$ cat config.mk
export PLATFORM = sky130hd
export DESIGN_NAME = fp_writeback_sb
export DESIGN_NICKNAME = d
export VERILOG_FILES = /design/src/rtl/fp_pkg.sv /design/src/rtl/fp_scoreboard.sv /design/src/rtl/fp_writeback_sb.sv
export SDC_FILE = /design/constraint.sdc
export NUM_CORES = 1
export LEC_CHECK = 0
export CORE_MARGIN = 4
export CORE_UTILIZATION = 43
export CTS_CLUSTER_SIZE = 8
export DETAILED_ROUTE_END_ITERATION = 16
export PLACE_DENSITY = 0.79
export SETUP_SLACK_MARGIN = 0.02
export SYNTH_ARGS = -nofsm -noshare
export SYNTH_HDL_FRONTEND = slang
export SYNTH_SLANG_ARGS = --single-unit
export TNS_END_PERCENT = 50
$ cat constraint.sdc
create_clock -name clk_i -period 2.4 [get_ports clk_i]
set_clock_uncertainty 0.15 [all_clocks]
set_input_delay 0.24 -clock clk_i [delete_from_list [all_inputs] [get_ports clk_i]]
set_output_delay 0.24 -clock clk_i [all_outputs]
set_load 0.005 [all_outputs]
$ cat src/rtl/fp_pkg.sv
// rtl/fp_pkg.sv - shared constants and types for the FP writeback/scoreboard slice
//
// Purpose: register-file geometry and the writeback/exception-flag types
//          shared by fp_writeback_sb and fp_scoreboard.
// Contents:
//   FLEN     - FP data width
//   NREG     - number of FP registers
//   AW       - register address width
//   fflags_t - IEEE exception flags {nv,dz,of,uf,nx}
//   wb_req_t - one register-file write request {rd, data}

package fp_pkg;

  localparam int FLEN = 32;
  localparam int NREG = 32;
  localparam int AW   = $clog2(NREG);

  typedef struct packed {
    logic nv;
    logic dz;
    logic of;
    logic uf;
    logic nx;
  } fflags_t;

  typedef struct packed {
    logic [AW-1:0]   rd;
    logic [FLEN-1:0] data;
  } wb_req_t;

endpackage

$ cat src/rtl/fp_scoreboard.sv
// rtl/fp_scoreboard.sv - per-register pending bits, hazard stall and stray-writeback error
//
// Purpose: tracks which FP registers have an in-flight result and stalls
//          issue on RAW/WAW hazards against them.
// Ports:
//   clk, rst_n                  clock, asynchronous active-low reset
//   issue_valid/we/rd/rs1..rs3  instruction presented by decode
//   issue_rs_used               bit k set means rs(k+1) is read
//   issue_stall                 hazard on the presented instruction
//   clr_en, clr_rd              registered write port; clears pending bit
//   wb_en, wb_rd                writeback accepted this cycle (error check)
//   sb_err                      sticky: writeback to a non-pending register

module fp_scoreboard
  import fp_pkg::*;
#(
  parameter int SB_NREG = fp_pkg::NREG,
  parameter int SB_AW   = fp_pkg::AW
) (
  input  logic             clk,
  input  logic             rst_n,
  input  logic             issue_valid,
  input  logic             issue_we,
  input  logic [SB_AW-1:0] issue_rd,
  input  logic [SB_AW-1:0] issue_rs1,
  input  logic [SB_AW-1:0] issue_rs2,
  input  logic [SB_AW-1:0] issue_rs3,
  input  logic [2:0]       issue_rs_used,
  output logic             issue_stall,
  input  logic             clr_en,
  input  logic [SB_AW-1:0] clr_rd,
  input  logic             wb_en,
  input  logic [SB_AW-1:0] wb_rd,
  output logic             sb_err
);

  logic [SB_NREG-1:0] pending;
  logic               raw_hit;
  logic               waw_hit;
  logic               set_en;

  always_comb begin
    raw_hit = (issue_rs_used[0] && pending[issue_rs1]) ||
              (issue_rs_used[1] && pending[issue_rs2]) ||
              (issue_rs_used[2] && pending[issue_rs3]);
    waw_hit = issue_we && pending[issue_rd];
  end

  assign issue_stall = issue_valid && (raw_hit || waw_hit);
  assign set_en      = issue_valid && issue_we && !issue_stall;

  // The clear follows the registered write port, so it lands on the same edge
  // the register file captures the data. The set is written last so it wins a
  // same-register collision.
  always_ff @(posedge clk or negedge rst_n) begin
    if (!rst_n) begin
      pending <= '0;
    end else begin
      if (clr_en) begin
        pending[clr_rd] <= 1'b0;
      end
      if (set_en) begin
        pending[issue_rd] <= 1'b1;
      end
    end
  end

  // Checked at acceptance; the pending bit is still set then because its
  // clear happens one edge later, from the output register.
  always_ff @(posedge clk or negedge rst_n) begin
    if (!rst_n) begin
      sb_err <= 1'b0;
    end else if (wb_en && !pending[wb_rd]) begin
      sb_err <= 1'b1;
    end
  end

endmodule

$ cat src/rtl/fp_writeback_sb.sv
// rtl/fp_writeback_sb.sv - FP writeback arbiter, output register, sticky fflags and scoreboard
//
// Purpose: merges FPU and load results into the single FP register-file
//          write port, accumulates IEEE flags and stalls hazardous issue.
// Ports:
//   clk_i, rst_ni                 clock, asynchronous active-low reset
//   issue_*                       decode instruction; issue_stall_o on hazard
//   fpu_valid_i/ready_o/rd/result/fflags   FPU result handshake
//   lsu_valid_i/rd/data           load result, never back-pressured
//   fflags_clr_i                  CSR clear of the sticky flags
//   fregwrite_o/frd_o/writeback_data_o     register-file write port
//   fflags_o                      sticky accumulated flags
//   sb_err_o                      sticky stray-writeback error

module fp_writeback_sb
  import fp_pkg::*;
#(
  parameter int FLEN = fp_pkg::FLEN,
  parameter int NREG = fp_pkg::NREG,
  parameter int AW   = fp_pkg::AW
) (
  input  logic            clk_i,
  input  logic            rst_ni,
  input  logic            issue_valid_i,
  input  logic            issue_we_i,
  input  logic [AW-1:0]   issue_rd_i,
  input  logic [AW-1:0]   issue_rs1_i,
  input  logic [AW-1:0]   issue_rs2_i,
  input  logic [AW-1:0]   issue_rs3_i,
  input  logic [2:0]      issue_rs_used_i,
  output logic            issue_stall_o,
  input  logic            fpu_valid_i,
  output logic            fpu_ready_o,
  input  logic [AW-1:0]   fpu_rd_i,
  input  logic [FLEN-1:0] fpu_result_i,
  input  logic [4:0]      fpu_fflags_i,
  input  logic            lsu_valid_i,
  input  logic [AW-1:0]   lsu_rd_i,
  input  logic [FLEN-1:0] lsu_data_i,
  input  logic            fflags_clr_i,
  output logic            fregwrite_o,
  output logic [AW-1:0]   frd_o,
  output logic [FLEN-1:0] writeback_data_o,
  output logic [4:0]      fflags_o,
  output logic            sb_err_o
);

  logic            fpu_accept;
  logic            wb_en;
  logic [AW-1:0]   wb_rd;
  logic [FLEN-1:0] wb_data;
  fflags_t         fflags_q;

  // Loads cannot be stalled, so they always win; the FPU holds its result.
  assign fpu_ready_o = !lsu_valid_i;
  assign fpu_accept  = fpu_valid_i && fpu_ready_o;
  assign wb_en       = lsu_valid_i || fpu_accept;
  assign wb_rd       = lsu_valid_i ? lsu_rd_i   : fpu_rd_i;
  assign wb_data     = lsu_valid_i ? lsu_data_i : fpu_result_i;

  always_ff @(posedge clk_i or negedge rst_ni) begin
    if (!rst_ni) begin
      fregwrite_o      <= 1'b0;
      frd_o            <= '0;
      writeback_data_o <= '0;
    end else begin
      fregwrite_o <= wb_en;
      if (wb_en) begin
        frd_o            <= wb_rd;
        writeback_data_o <= wb_data;
      end
    end
  end

  // A clear coinciding with an FPU accept keeps only the new result's flags.
  always_ff @(posedge clk_i or negedge rst_ni) begin
    if (!rst_ni) begin
      fflags_q <= '0;
    end else if (fflags_clr_i) begin
      fflags_q <= fpu_accept ? fflags_t'(fpu_fflags_i) : fflags_t'(5'b0);
    end else if (fpu_accept) begin
      fflags_q <= fflags_t'(fflags_q | fpu_fflags_i);
    end
  end

  assign fflags_o = fflags_q;

  fp_scoreboard #(
    .SB_NREG (NREG),
    .SB_AW   (AW)
  ) u_scoreboard (
    .clk           (clk_i),
    .rst_n         (rst_ni),
    .issue_valid   (issue_valid_i),
    .issue_we      (issue_we_i),
    .issue_rd      (issue_rd_i),
    .issue_rs1     (issue_rs1_i),
    .issue_rs2     (issue_rs2_i),
    .issue_rs3     (issue_rs3_i),
    .issue_rs_used (issue_rs_used_i),
    .issue_stall   (issue_stall_o),
    .clr_en        (fregwrite_o),
    .clr_rd        (frd_o),
    .wb_en         (wb_en),
    .wb_rd         (wb_rd),
    .sb_err        (sb_err_o)
  );

endmodule

==> impl_metrics.sql <==
INSERT INTO impl_metrics (metric_group, metric, value, unit) VALUES
('layout', 'final_design_area_no_fill', '0.00831', 'mm²'),
('global_routing', 'global_route.usage.total', '28.2', '%'),
('floorplanning', 'die_area', '0.0137', 'mm²'),
('synth', 'synth.net_count', '575', ''),
('power', 'powerDensity', '798', 'mW/mm²'),
('floorplanning', 'dieHeight', '117', 'µm'),
('timing', 'report.final.slew_viol_count', '0', ''),
('synth', 'synth-seq-cells', '76', ''),
('timing', 'maxClockFrequency', '0.337', 'GHz'),
('timing', 'timing.slew.headroom', '58.8', '%'),
('layout', 'antenna_cells_inserted', '0', ''),
('worst_setup_path', 'crit_path_start_kind', 'flip-flop', ''),
('synth', 'synth_enable_flop_cells', '0', ''),
('drt', 'route.final.wire_length', '20.5', 'mm'),
('cts', 'cts.sink_count', '76', ''),
('cts', 'numCtsBuffers', '9', ''),
('drt', 'detailedRoute.firstPassIterationCount', '8', ''),
('synth', 'post_synth_instance_area', '0.00511', 'mm²'),
('place', 'gp_routability_congestion', '1.05', ''),
('worst_setup_path', 'cp_data_arrival_time', '2.58', 'ns'),
('synth', 'netlist-cell-type-count', '41', ''),
('timing', 'hold_viol_final', '0', ''),
('cts', 'clock_tree.buffer_depth', '2', ''),
('job', 'drv_cap', '0', ''),
('layout', 'utilization', '72.2', '%'),
('timing', 'layout_setup_ws', '-0.568', 'ns'),
('drt', 'drcViolationCount', '0', ''),
('drt', 'vias_per_std_cell', '6.25', ''),
('cts', 'tritoncts', 'yes', ''),
('global_routing', 'grt-busiest-layer', 'met2', ''),
('drt', 'antenna_left', '0', ''),
('floorplanning', 'placement_rows', '39', ''),
('timing', 'setup-violations-final', '33', ''),
('timing', 'final_min_period_over_clock_period', '124', '%'),
('drt', 'drt_iter0_markers', '715', ''),
('power', 'p_leak', '3.38', 'nW'),
('layout', 'area_growth_syn_to_layout', '62.7', '%'),
('synth', 'synth.avg_cell_area', '11.0', 'µm²'),
('floorplanning', 'floorplan.initialDensity', '44.4', '%'),
('global_routing', 'globalRouteMet1Util', '34.8', '%'),
('hold_path', 'worstHoldPathType', 'input pin to flip-flop', ''),
('worst_setup_path', 'timing_worst_setup_path_type', 'flip-flop to output pin', ''),
('place', 'numPlacedInstances', '812', ''),
('drt', 'wl_per_cell', '24.2', 'µm'),
('cts', 'clk_latency', '0.34', 'ns'),
('layout', 'drive_gt1_share', '33.1', '%'),
('worst_setup_path', 'crit_required', '2.01', 'ns'),
('timing', 'final.hold.worst_slack', '0.255', 'ns'),
('timing', 'final_period_minus_worst_setup_slack', '2.97', 'ns'),
('cts', 'clk_pin_slew_worst_paths', '0.06', 'ns'),
('floorplanning', 'io-pin-count', '155', ''),
('layout', 'fin_nets', '808', ''),
('synth', 'ys.flop_type', 'sky130_fd_sc_hd__dfrtp_1', ''),
('floorplanning', 'chipWidth', '117', 'µm'),
('timing', 'worstMarginPinSlew', '0.616', 'ns'),
('drt', 'count_of_vias_placed_by_the_detailed_router', '5297', ''),
('worst_setup_path', 'worst-path-max-fanout', '3', ''),
('global_routing', 'global_route.overflow_total', '0', ''),
('power', 'total_power', '6.63', 'mW'),
('outcome', 'status', 'finished with violations', ''),
('global_routing', 'global_routing_met2_resource_utilization', '46.2', '%'),
('place', 'dp.final_hpwl', '14.6', 'mm'),
('place', 'port_buffers', '154', ''),
('place', 'detailed_place.area', '0.00736', 'mm²'),
('outcome', 'failed_checks', 'negative setup slack', ''),
('floorplanning', 'core_outline_area', '0.0115', 'mm²'),
('global_routing', 'grt_start_max_net_pins', '77', ''),
('global_routing', 'first_pass_grt_wire_length', '29.0', 'mm'),
('global_routing', 'grt_pass1_vias', '5101', ''),
('cts', 'cts-root-buf', 'sky130_fd_sc_hd__clkbuf_16', ''),
('global_routing', 'antenna_found_initial', '0', ''),
('synth', 'ys_async_sr_fraction', '100', '%'),
('power', 'vdd_drop_max', '0.000446', 'V'),
('timing', 'grt_setup_unrepaired', 'yes', ''),
('synth', 'syn-instance-count', '466', ''),
('worst_setup_path', 'crit_path_end_kind', 'output pin', ''),
('synth', 'yosys_warnings', '0', ''),
('global_routing', 'grtUsageMet3', '8.02', '%'),
('layout', 'instances_no_fill', '847', ''),
('cts', 'cts_max_level', '3', ''),
('synth', 'share_of_the_yosys_chip_area_belonging_to_registers', '37.2', '%');
sequential cells by signal (all words and copies together) (netlist names):
signal and count:
fflags_o 5, u_scoreboard.sb_err 1, frd_o 5, writeback_data_o 32, fregwrite_o 1, u_scoreboard.pending 32
report_power, final:
| part | leakage, nW | switching, mW | internal, mW |
|---|---|---|---|
| sequential | 0.919 | 0.359 | 1.58 |
| combinational | 2.32 | 1.49 | 1.82 |
| clock | 0.144 | 0.557 | 0.831 |
per-layer routing:
metal,routed length (µm),up-vias
li1,-,2261
met1,7130,2551
met2,9680,395
met3,2590,90
met4,1130,0
met5,0,-
critical path: stages, from the launching register on:
cell and delay, ns:
sky130_fd_sc_hd__dfrtp_2 0.45, sky130_fd_sc_hd__mux4_2 0.48, sky130_fd_sc_hd__mux4_2 0.45, sky130_fd_sc_hd__nor2_1 0.09, sky130_fd_sc_hd__a211oi_1 0.06, sky130_fd_sc_hd__a31o_4 0.24, sky130_fd_sc_hd__o31a_4 0.34, sky130_fd_sc_hd__buf_6 0.12
worst paths after layout:
path | start | end | slack, ns | cells past startpoint
setup / recovery | u_scoreboard.pending[6] | issue_stall_o | -0.57 | 7
hold / removal | fpu_valid_i | writeback_data_o[26] | 0.26 | 3
setup reg to reg | u_scoreboard.pending[6] | u_scoreboard.pending[4] | -0.30 | 9
hold reg to reg | u_scoreboard.sb_err | u_scoreboard.sb_err | 0.34 | 2
max in group asynchronous | rst_ni | u_scoreboard.pending[6] | 1.43 | 3
min in group asynchronous | rst_ni | writeback_data_o[18] | 0.32 | 3
placed cells by master (no fill, tap or decap), types with 12 or more instances in the layout:
| master | instances |
|---|---|
| sky130_fd_sc_hd__nand3_1 | 28 |
| sky130_fd_sc_hd__o31ai_2 | 15 |
| sky130_fd_sc_hd__clkbuf_16 | 13 |
| sky130_fd_sc_hd__buf_4 | 85 |
| sky130_fd_sc_hd__clkdlybuf4s50_1 | 145 |
| sky130_fd_sc_hd__mux4_2 | 34 |
| sky130_fd_sc_hd__nor2_1 | 12 |
| sky130_fd_sc_hd__o21ai_0 | 71 |
| sky130_fd_sc_hd__o31ai_4 | 18 |
| sky130_fd_sc_hd__dfrtp_1 | 71 |
| sky130_fd_sc_hd__mux2i_1 | 47 |
| sky130_fd_sc_hd__nand2_1 | 42 |
Yosys cell counts, types with 3 or more instances:
cell type                  instances  area [µm²]
sky130_fd_sc_hd__buf_2             8        40.0
sky130_fd_sc_hd__o22ai_1           4        25.0
sky130_fd_sc_hd__o31ai_2          30         375
sky130_fd_sc_hd__o31ai_1           3        22.5
sky130_fd_sc_hd__a21oi_1           8        40.0
sky130_fd_sc_hd__nand3_1          34         170
sky130_fd_sc_hd__inv_1             8        30.0
sky130_fd_sc_hd__buf_1             6        22.5
sky130_fd_sc_hd__buf_6             4        45.0
sky130_fd_sc_hd__nand2_1          42         158
sky130_fd_sc_hd__mux2_2            7        78.8
sky130_fd_sc_hd__mux4_2           32         721
sky130_fd_sc_hd__dfrtp_1          76        1900
sky130_fd_sc_hd__mux2i_1          48         480
sky130_fd_sc_hd__nor3b_1           3        22.5
sky130_fd_sc_hd__nand3b_1          9        67.6
sky130_fd_sc_hd__clkbuf_1         20        75.1
sky130_fd_sc_hd__or3b_2            4        35.0
sky130_fd_sc_hd__mux4_1            6         158
sky130_fd_sc_hd__nor3_1            4        20.0
sky130_fd_sc_hd__o21ai_0          71         355
sky130_fd_sc_hd__nor2_1           13        48.8
sky130_fd_sc_hd__nor2b_1           4        25.0
kinds of logic (layout without fill, tap and decap cells):
kind of cell / count (synthesis) / in the layout / synth area share (%)
AOI/OAI and AO/OA: 127 / 127 / 18.0
DFF: 76 / 76 / 37.2
and+or+nand+nor: 120 / 120 / 11.6
buffers and inverters: 49 / 287 / 4.73
muxes: 94 / 94 / 28.4
timing repair:
item / CTS / global route
hold buffers: 1 / 0
pin swaps: 4 / 19
gates resized for setup: 35 / 51
endpoints found under the hold margin: 76 / 0
endpoints found under the setup margin: 33 / 33
gates cloned: 2 / 4
setup buffers: 3 / 9
per-stage QoR:
step / setup TNS (ns) / worst slack [ns]
floorplan: 0 / 0.00555
global placement: -24.01 / -1.09
detailed placement: -25.99 / -1.13
CTS: -6.03 / -0.598
global route: -10.16 / -0.608
finish: -8.57 / -0.568
area by class of cell:
| cell class | instances | area (µm²) |
|---|---|---|
| multi-input combinational | 341 | 3300 |
| fill | 770 | 3200 |
| timing repair buffer | 263 | 2590 |
| sequential | 76 | 1910 |
| clock buffer | 10 | 239 |
| tap | 143 | 179 |
| clock inverter | 6 | 63.8 |
| inverter | 8 | 30.0 |
No activity file was read; power rests on OpenSTA's default activity.
